[src/rtl/idli_retire_trace_m.sv]
// Retirement trace buffer: one record per retired instruction (PC, GPR write mask, predicate write/value).
// Latency: a record becomes visible 1 gck after done_q, because the push into the FIFO is registered.
// Backpressure: FWFT FIFO; when full, a new record is dropped (WRAP=0) or replaces the oldest (WRAP=1), and either case sets o_ovf.
module idli_retire_trace_m #(
  parameter int DATA_W   = 16,
  parameter int NUM_REGS = 16,
  parameter int DEPTH    = 8,
  parameter int CTR_W    = 2,
  parameter int WRAP     = 0
) (
  input  logic                         gck,
  input  logic                         rst_n,
  input  logic [CTR_W-1:0]             i_ctr,
  input  logic                         i_run_instr,
  input  logic                         i_skip_instr,
  input  logic                         i_enc_new,
  input  logic [DATA_W-1:0]            i_pc,
  input  logic                         i_dst_reg_wr,
  input  logic [$clog2(NUM_REGS)-1:0]  i_dst_reg,
  input  logic                         i_dst_pred,
  input  logic                         i_pred,
  input  logic                         i_rec_rdy,
  input  logic                         i_ovf_clr,
  output logic                         o_rec_vld,
  output logic [DATA_W-1:0]            o_rec_pc,
  output logic [NUM_REGS-1:0]          o_rec_regs,
  output logic                         o_rec_pwr,
  output logic                         o_rec_pval,
  output logic [$clog2(DEPTH+1)-1:0]   o_count,
  output logic                         o_ovf
);

  localparam int PW = $clog2(DEPTH);
  localparam int CW = $clog2(DEPTH+1);
  localparam logic [CW-1:0] FULL_CNT = CW'(DEPTH);
  localparam bit WRAP_EN = (WRAP != 0);

  typedef struct packed {
    logic [DATA_W-1:0]   pc;
    logic [NUM_REGS-1:0] regs;
    logic                pwr;
    logic                pval;
  } rec_t;

  // Record under construction for the instruction currently in EX
  logic [DATA_W-1:0]   pend_pc;
  logic [NUM_REGS-1:0] pend_regs;
  logic                pend_pwr;
  logic                done_q;

  logic                slot0;
  logic                done_d;
  logic                reg_set;
  logic                pwr_set;
  logic [NUM_REGS-1:0] regs_nxt;
  logic                pwr_nxt;

  // FIFO state
  rec_t                mem [DEPTH];
  logic [PW-1:0]       wr_ptr;
  logic [PW-1:0]       rd_ptr;
  logic [CW-1:0]       count;
  logic                ovf;

  logic                push;
  logic                pop;
  logic                full;
  logic                wr_en;
  logic                rd_adv;
  logic                ovf_set;
  rec_t                new_rec;
  rec_t                head;

  assign slot0   = (i_ctr == '0);
  assign done_d  = (i_ctr == '1) && i_run_instr;
  assign reg_set = slot0 && i_dst_reg_wr && (i_dst_reg != '0);
  assign pwr_set = slot0 && i_run_instr && i_dst_pred;

  // Next pending mask/predicate: retirement clears, a same-cycle set from the next instruction wins
  always_comb begin
    regs_nxt = done_q ? '0 : pend_regs;
    if (reg_set) begin
      regs_nxt[i_dst_reg] = 1'b1;
    end
    pwr_nxt = done_q ? 1'b0 : pend_pwr;
    if (pwr_set) begin
      pwr_nxt = !i_skip_instr;
    end
  end

  // Pending record and the retirement strobe, flopped one cycle after the last slice
  always_ff @(posedge gck or negedge rst_n) begin
    if (!rst_n) begin
      pend_pc   <= '0;
      pend_regs <= '0;
      pend_pwr  <= 1'b0;
      done_q    <= 1'b0;
    end else begin
      if (slot0 && i_enc_new) begin
        pend_pc <= i_pc;
      end
      pend_regs <= regs_nxt;
      pend_pwr  <= pwr_nxt;
      done_q    <= done_d;
    end
  end

  assign new_rec = '{pc: pend_pc, regs: pend_regs, pwr: pend_pwr, pval: i_pred};

  assign push    = done_q;
  assign pop     = (count != '0) && i_rec_rdy;
  assign full    = (count == FULL_CNT);
  // A full FIFO still accepts a write when the head leaves this cycle or when overwriting is enabled
  assign wr_en   = push && (!full || pop || WRAP_EN);
  assign rd_adv  = pop || (push && full && WRAP_EN);
  assign ovf_set = push && full && !pop;

  // FIFO storage, pointers, occupancy and sticky overflow
  always_ff @(posedge gck or negedge rst_n) begin
    if (!rst_n) begin
      for (int i = 0; i < DEPTH; i++) begin
        mem[i] <= '0;
      end
      wr_ptr <= '0;
      rd_ptr <= '0;
      count  <= '0;
      ovf    <= 1'b0;
    end else begin
      if (wr_en) begin
        mem[wr_ptr] <= new_rec;
        wr_ptr      <= wr_ptr + 1'b1;
      end
      if (rd_adv) begin
        rd_ptr <= rd_ptr + 1'b1;
      end
      if (wr_en && !rd_adv) begin
        count <= count + 1'b1;
      end else if (rd_adv && !wr_en) begin
        count <= count - 1'b1;
      end
      if (ovf_set) begin
        ovf <= 1'b1;
      end else if (i_ovf_clr) begin
        ovf <= 1'b0;
      end
    end
  end

  assign head       = mem[rd_ptr];
  assign o_rec_vld  = (count != '0);
  assign o_rec_pc   = head.pc;
  assign o_rec_regs = head.regs;
  assign o_rec_pwr  = head.pwr;
  assign o_rec_pval = head.pval;
  assign o_count    = count;
  assign o_ovf      = ovf;

endmodule

[config.mk]
export PLATFORM = sky130hd
export DESIGN_NAME = idli_retire_trace_m
export DESIGN_NICKNAME = d
export VERILOG_FILES = /design/src/rtl/idli_retire_trace_m.sv
export SDC_FILE = /design/constraint.sdc
export NUM_CORES = 1
export LEC_CHECK = 0
export ABC_AREA = 1
export BUFFER_PORTS_ARGS = -buffer_cell sky130_fd_sc_hd__buf_4
export CAP_MARGIN = 0
export CORE_MARGIN = 1.5
export CORE_UTILIZATION = 54
export DETAILED_ROUTE_END_ITERATION = 10
export HOLD_SLACK_MARGIN = 0.08
export PLACE_DENSITY = 0.74
export SYNTH_ARGS = -nofsm -noshare
export SYNTH_HDL_FRONTEND = slang
export SYNTH_SLANG_ARGS = --single-unit
[constraint.sdc]
create_clock -name gck -period 2.2 [get_ports gck]
set_input_delay 0.33 -clock gck [delete_from_list [all_inputs] [get_ports gck]]
set_output_delay 0.33 -clock gck [all_outputs]
set_load 0.03 [all_outputs]
==> run summary, run 1 <==
The flow ran to the end, but the final reports show violations. The checks that failed: negative setup slack. The average wire per cell in the routed design works out to 20.7 um.

The worst slew margin relative to its limit came out at 55.9%. At the end of routability-driven placement, the weighted congestion stood at 0.840. The finished layout holds 2533 standard cells, fillers aside. The filler cells instantiated in the layout total 2342.

Sequential elements use 49.5% of the synthesized area. The final hold violation count came out at 0. The net count of the mapped netlist is 2142, and the aggregate global routing overflow is 0. In this run the standard cell core region covers 28900 um2. The repair_antennas step left the layout with diodes totalling 0. The worst setup path is launched from a register.

The critical path goes through buf_12 > clkinv_16 > buf_12 > buf_16 > o21ai_2 > nand2_1 > nand2_1 > nand2_2 > buf_6. The logs give 33.6% for the total track usage and 30700 um2 for the die outline area. After routing, the total negative slack on setup checks comes to -6.63 ns. The total area of multi-input combinational cells came out at 7490 um2. Number of rows in the core area: 62.

STA classifies the critical path endpoint as an output pin. Clock edge transition at the registers on the reported setup and hold paths: 0.06 ns. The commonest register cell after synthesis is sky130_fd_sc_hd__dfrtp_1. The initial core utilization is 55.4%, and the die span in y is 175 um. The cell family with the largest share of critical-path delay is buffers and inverters.

The first routing iteration left 2361 violations. For the worst-skew pair, the clock arrives at the later sink with an insertion delay of 0.52 ns. The clock passes through at most 3 buffers. The tools report the via count of the first global-routing pass as 14997.

The tree is rooted in a sky130_fd_sc_hd__clkbuf_16. In this run the remaining antenna-violating nets after routing total 0. The via density per instance is 6.11.

The worst path setup slack after routing was -0.277 ns. The H-tree was split into 2 levels. The largest driver fanout on the critical path was 8; the gate count after technology mapping was 2104. After detailed routing, the number of remaining DRC violations is 0. The critical path's largest stage delay is 0.43 ns, and the final max-slew violation count is 0. Entering global routing, the biggest net connects 137 pins. Counting every sink on the clock net gives 317.

Together, buffers and inverters on the worst path number 5. The slew of the pin with the lowest slew margin was 0.661 ns; the leakage dissipation was 0.0101 uW. The tools report the sum of routed wire length over all layers as 52.4 mm.

Cells with a size suffix above 1 make up 16.8% of the layout. STA puts the critical path data arrival time at 2.15 ns. In this run, synthesis produced a sequential element count of 317. The run gives 28.4 mm as the final HPWL from detailed placement. In this run the worst hold path is classified as in2reg. The average instance in the mapped netlist occupies 7.62 um2. Setup repair after global routing could not meet its margin everywhere. The synthesis-to-finish area growth was 20.7%. STA puts the critical path data required time at 1.87 ns.

72 I/O pins were placed. In this run, placement finished with an instance count of 2428. The sequential cells in the finished layout cover a total of 7950 um2.

By startpoint and endpoint, the worst setup path is classified as reg2out. For the wire length of the first global-routing pass, the log shows 81.4 mm. In the layout the commonest cells are 841 x sky130_fd_sc_hd__nand2_1, 310 x sky130_fd_sc_hd__dfrtp_1, 272 x sky130_fd_sc_hd__nand4_1, 155 x sky130_fd_sc_hd__nor2_1, 89 x sky130_fd_sc_hd__buf_4. Across the run, the number of max-cap violations was 0. After the last flow step, the layout net total stands at 2165.

After synthesis the cells add up to 16000 um2. The number of synthesized flops with an enable pin was 0; the peak clock frequency supported by timing was 404 MHz. Number of port buffers: 71. TritonCTS built the clock tree.

The clock arrives with 0.0214 ns of skew. The clock period minus worst slack is 2.48 ns, and the total via count in the routed design is 15481. For the number of antenna violations at the first check in global routing, the log shows 0. The horizontal extent of the die is 175 um, and the Yosys warning count is 0. The most common library cell in the layout ignoring fill and taps was sky130_fd_sc_hd__nand2_1. The logs give 35 for the number of clock buffers inserted by TritonCTS and 28 for the number of distinct standard cells referenced by the synthesized netlist. The sum of internal, switching and leakage power was 28200 uW; the power per cell area was 1460 nW/um2. Length of the first detailed-routing pass in iterations: 5. The final setup violation count was 34; the maximum VDD drop was 0.000811 V. In the synthesized netlist the async set-or-reset flop fraction comes to 100%. The standard cell with the maximum stage delay on the critical path is sky130_fd_sc_hd__dfrtp_4.

In the finished design, the share of the clock period the worst path needs comes to 113%.
## where the power goes
| part | switching, uW | total [uW] | internal [uW] | leakage (uW) |
|---|---|---|---|---|
| logic | 8430 | 13500 | 5030 | 0.00529 |
| clock network | 2370 | 5580 | 3210 | 0.000517 |
| registers | 1450 | 9150 | 7690 | 0.00426 |
| total | 12300 | 28200 | 15900 | 0.0101 |
## kinds of logic after synthesis
group                    share of synthesized area, %
AND/OR/NAND/NOR                                  38.3
flip-flops                                       49.5
buffers and inverters                            6.69
AO/OA/AOI/OAI                                    4.66
XOR/XNOR                                        0.328
adder cells (fa/ha/maj)                         0.515
## stage by stage
step / setup WS [ns] / cell area (um2) / utilization (%) / hold slack [ns]
6_report: -0.277 / 19300 / 66.9 / 0.102
5_1_grt: -0.340 / 19300 / 66.9 / 0.102
4_1_cts: -0.224 / 18800 / 65.1 / 0.0885
3_5_place_dp: 0.108 / 16800 / 58.2 / 0.240
3_3_place_gp: 0.129 / 16800 / 58.2 / 0.244
2_1_floorplan: 0.0203 / 16000 / - / 0.0344
## flip-flops by register name, indices dropped and copies added, names as in the netlist
register and count:
done_q 1, o_ovf 1, pend_pwr 1, pend_pc 16, rd_ptr 3, o_count 4, mem 272, wr_ptr 3
pend_regs 16
## what timing repair did
item                                    4_1_cts  5_1_grt
hold buffers                                 20        0
endpoints found under the hold margin        85        0
gates resized for setup                     133      136
endpoints found under the setup margin       34       96
setup buffers                                 6        2
cloned                                       12        8
pin swaps                                    17       37
## worst paths after layout
path / from / endpoint / slack [ns] / depth (start not counted)
worst max register to register: o_count[2]$_DFFE_PN0P_ / o_count[3]$_DFFE_PN0P_ / 0.13 / 12
min in group asynchronous: rst_n / mem[238]$_DFFE_PN0P_ / 0.30 / 2
worst min-delay path: i_ctr[1] / done_q$_DFF_PN0_ / 0.10 / 2
worst max-delay path: rd_ptr[0]$_DFFE_PN0P_ / o_rec_regs[4] / -0.28 / 9
max in group asynchronous: rst_n / mem[73]$_DFFE_PN0P_ / 1.15 / 3
worst min register to register: mem[159]$_DFFE_PN0P_ / mem[159]$_DFFE_PN0P_ / 0.46 / 2
## Yosys cell counts, types with 8 or more instances
cell | count | area share [%]
sky130_fd_sc_hd__dfrtp_1 | 317 | 49
sky130_fd_sc_hd__nor2_1 | 180 | 4.2
sky130_fd_sc_hd__o21ai_1 | 11 | 0.34
sky130_fd_sc_hd__inv_1 | 15 | 0.35
sky130_fd_sc_hd__buf_6 | 12 | 0.84
sky130_fd_sc_hd__buf_2 | 62 | 1.9
sky130_fd_sc_hd__nand4_1 | 272 | 11
sky130_fd_sc_hd__nand2_1 | 901 | 21
sky130_fd_sc_hd__clkbuf_1 | 87 | 2.0
sky130_fd_sc_hd__buf_1 | 25 | 0.59
sky130_fd_sc_hd__nand3_1 | 28 | 0.87
sky130_fd_sc_hd__buf_4 | 17 | 0.80
sky130_fd_sc_hd__nor2_4 | 8 | 0.56
sky130_fd_sc_hd__o21ai_0 | 136 | 4.2
## area by class of cell
cell class | count | area share [%]
clock buffers | 51 | 5.27
repair inverters | 1 | 0.0841
flip-flops and latches | 317 | 41.1
clock inverters | 8 | 0.265
repair buffers | 188 | 11.5
inverters | 21 | 0.569
well taps | 384 | 2.48
multi-input cells | 1563 | 38.7
## per-layer routing
layer	GRT usage [%]	routed length (um)	vias to the layer above	part of all wire, %
li1	-	-	6957	-
met1	45.2	20100	7354	38
met2	52.4	23900	993	46
met3	7.19	6120	177	12
met4	15.8	2330	0	4.4
met5	0	0	-	0
Note: power is estimated with default switching activity, not from simulation.
==> run 2, diff against run 1 <==
Settings changed: BUFFER_PORTS_ARGS -buffer_cell sky130_fd_sc_hd__buf_4 to default, DONT_BUFFER_PORTS from default to 1, PLACE_DENSITY 0.74 to 0.72.
==> run 2 against run 1 <==
  * The run ends with negative hold slack, negative setup slack left
  * Critical endpoint is now o_rec_regs[11]
  * Die area unchanged
  * Largest power group unchanged
  * Clock skew decreased by 0.0018 ns
  * Final area decreased by 4.0%
  * Largest cell class unchanged
==> run summary, run 2 (same netlist as run 1, synthesis figures left out) <==
For the number of DRC violations after detailed-routing iteration 0, the log shows 1791. Counting flops per register, the top entry is mem. The combinational power share is 43.6%. Internal power comes to 15100 uW. STA classifies the critical path startpoint as a register. For the worst path setup slack after routing, the log shows -0.272 ns. The post-route antenna net violation count came out at 0. Of the total power, the share spent switching nets is 42.5%.

The first global-routing pass estimated 78.6 mm of wire. No sink is reached through more buffers than the 3 on the longest clock path. The register with the most flip-flops in the layout has 272 of them. The deepest level of the CTS H-tree came out at 2. TritonCTS built the clock tree. Setup repair after global routing could not meet its margin everywhere.

The tools report the final hold violation count as 317. Entering global routing, the biggest net connects 318 pins. The clock share of power came out at 22.1%. STA puts the critical path data required time at 1.87 ns. The placed instances occupy a cell area of 16400 um2. The signal on the critical path passes through buf_16 > o21ai_0 > o21ai_1 > nand2_1 > nand2_2 > buf_6.

The die span in y works out to 175 um. After detailed routing, the total wire length is 50.2 mm. The flow ran to the end, but the final reports show violations. Clock tree root driver cell: sky130_fd_sc_hd__clkbuf_16.

The library cell used most frequently in the layout, excluding fill and tap cells, is sky130_fd_sc_hd__nand2_1. The aggregate global routing overflow was 0; the maximum VDD drop was 0.00110 V. The synthesis-to-finish area growth works out to 15.8%. For the number of remaining DRC errors, the log shows 0. In this design, the largest share of critical-path delay is due to flip-flops. The worst register-to-register path has a depth of 5.

Counting both buffers and inverters, the worst setup path holds a total of 2. Pin placement for this block handled 72 I/O pins. The category of the critical setup timing path was reg2out. The largest registers in the layout are mem: 272 flops, pend_pc: 16 flops, pend_regs: 16 flops.

The final reports fail on negative hold slack, negative setup slack. The tools report the count of hold-fix buffers inserted at cts as 50. Average wire per cell in the routed design: 20.0 um. The power per cell area is 1420 nW/um2, and the length of the first detailed-routing pass in iterations is 8.

The largest driver fanout on the critical path was 54; the portion of the clock cycle consumed by the worst path in the final layout was 112%. The finished cells cover 18600 um2. The final setup violation count is 34. The total via count in the routed design came out at 15110.

The floorplan core area came out at 28900 um2. The number of rows in the core area was 62; the worst slew margin relative to its limit was 41.6%. For the number of antenna violations at the first check in global routing, the log shows 0.

On the worst path, the slowest cell contributes a delay of 0.53 ns. The run gives 0 as the total inserted antenna cells. Summed over all nets, the switching power comes to 11200 uW. The worst setup path is captured at an output pin. Die outline area: 30700 um2.

Global routing consumed, over all layers together, 32.4% of the routing resources. Via count of the first global-routing pass: 14215. Leaving out fill and tap cells, the most frequent cells in the layout are 869 x sky130_fd_sc_hd__nand2_1, 310 x sky130_fd_sc_hd__dfrtp_1, 272 x sky130_fd_sc_hd__nand4_1, 160 x sky130_fd_sc_hd__nor2_1, 107 x sky130_fd_sc_hd__o21ai_0. The worst min-delay path category was in2async.

The instance count on the critical path was 6. The number of clock buffers inserted by TritonCTS is 36, and the via density per instance is 6.04. The proportion of layout cells with a drive suffix above 1 came out at 11.6%. Standard cell with the maximum stage delay on the critical path: sky130_fd_sc_hd__dfrtp_4. The number of port buffers is 0, and the clock edge transition at the registers on the reported setup and hold paths is 0.06 ns. Max-cap violations in this run came to 0. Based on the critical path, the design can be clocked at up to 405 MHz. The clock latency on the worst-skew pair was 0.53 ns. At the pin with the least slew margin, the transition time is 0.876 ns.

The run gives -0.485 ns as the smallest hold slack. The worst clock skew was 0.0196 ns; the horizontal extent of the die was 175 um. The final max-slew violation count was 0. The initial core utilization was 55.4%; the leakage dissipation was 0.00966 uW.

At the worst endpoint, the arrival time is 2.14 ns. Once detailed placement completed, the half-perimeter wirelength came to 26.3 mm. The worst path needs 2.47 ns of the cycle, external delays included.

The final layout contains 2132 nets. At the end of the flow the core is filled with cells to 64.2%. For the part of the total power dissipated in sequential elements, the log shows 34.3%. Routability-driven placement finished with a final weighted congestion of 0.811. Clock tree synthesis found a total of 317 sinks.
==> run 2: worst reg2reg max path, cell delays in order (launching register included) <==
cell	delay (ns)
sky130_fd_sc_hd__dfrtp_2	0.43
sky130_fd_sc_hd__nand3_4	0.11
sky130_fd_sc_hd__buf_12	0.36
sky130_fd_sc_hd__buf_4	0.74
sky130_fd_sc_hd__nand4_1	0.23
sky130_fd_sc_hd__nand2_1	0.12
==> run 2: worst paths after layout <==
path,startpoint,to,slack [ns]
max,rd_ptr[0]$_DFFE_PN0P_,o_rec_regs[11],-0.27
min,rst_n,mem[230]$_DFFE_PN0P_,-0.49
min reg2reg,mem[123]$_DFFE_PN0P_,mem[123]$_DFFE_PN0P_,0.47
max reg2reg,o_count[3]$_DFFE_PN0P_,mem[153]$_DFFE_PN0P_,0.13
max in group asynchronous,rst_n,pend_regs[0]$_DFF_PN0_,2.17
min in group gck,i_dst_reg[0],pend_regs[10]$_DFF_PN0_,0.11
==> run 2: final cells by class <==
type / instances / area [um2]
fillers: 2482 / 10400
flip-flops and latches: 317 / 7950
multi-input cells: 1563 / 7190
repair buffers: 155 / 1710
clock buffers: 55 / 1090
well taps: 384 / 480
inverters: 21 / 91.3
clock inverters: 8 / 55.1
==> run 2: timing repair <==
| item | CTS | global route |
|---|---|---|
| buffers inserted | 2 | 0 |
| pin swaps | 0 | 10 |
| resized for setup | 62 | 56 |
| endpoints found under the setup margin | 34 | 45 |
| cloned | 4 | 4 |
| hold endpoints to repair | 361 | 317 |
==> run 2: metrics by stage <==
step	std cells	TNS [ns]	power (uW)	worst slack [ns]
2_1_floorplan	2104	0	15500	0.0203
3_3_place_gp	2380	0	18700	0.193
3_5_place_dp	2380	0	18900	0.184
4_1_cts	2499	-5.43	25600	-0.211
5_1_grt	2503	-8.21	27700	-0.304
6_report	2503	-5.85	26300	-0.272
==> run 2: per-layer routing <==
layer / vias to the layer above / global-route usage [%] / share of wire, % / wire length [um]
li1: 6901 / - / - / -
met1: 7245 / 45.3 / 40 / 20000
met2: 818 / 50.5 / 46 / 22900
met3: 146 / 6.17 / 11 / 5620
met4: 0 / 12.1 / 3.3 / 1650
met5: - / 0 / 0 / 0
==> run 2: power by group through the flow <==
stage,clock [uW],sequential [uW],combinational [uW]
final,5820,9030,11500
after CTS,5870,8930,10800
after global placement,0,8910,9780
after detailed placement,0,8980,9920
after floorplan,0,8580,6920
after global routing,6120,9240,12400
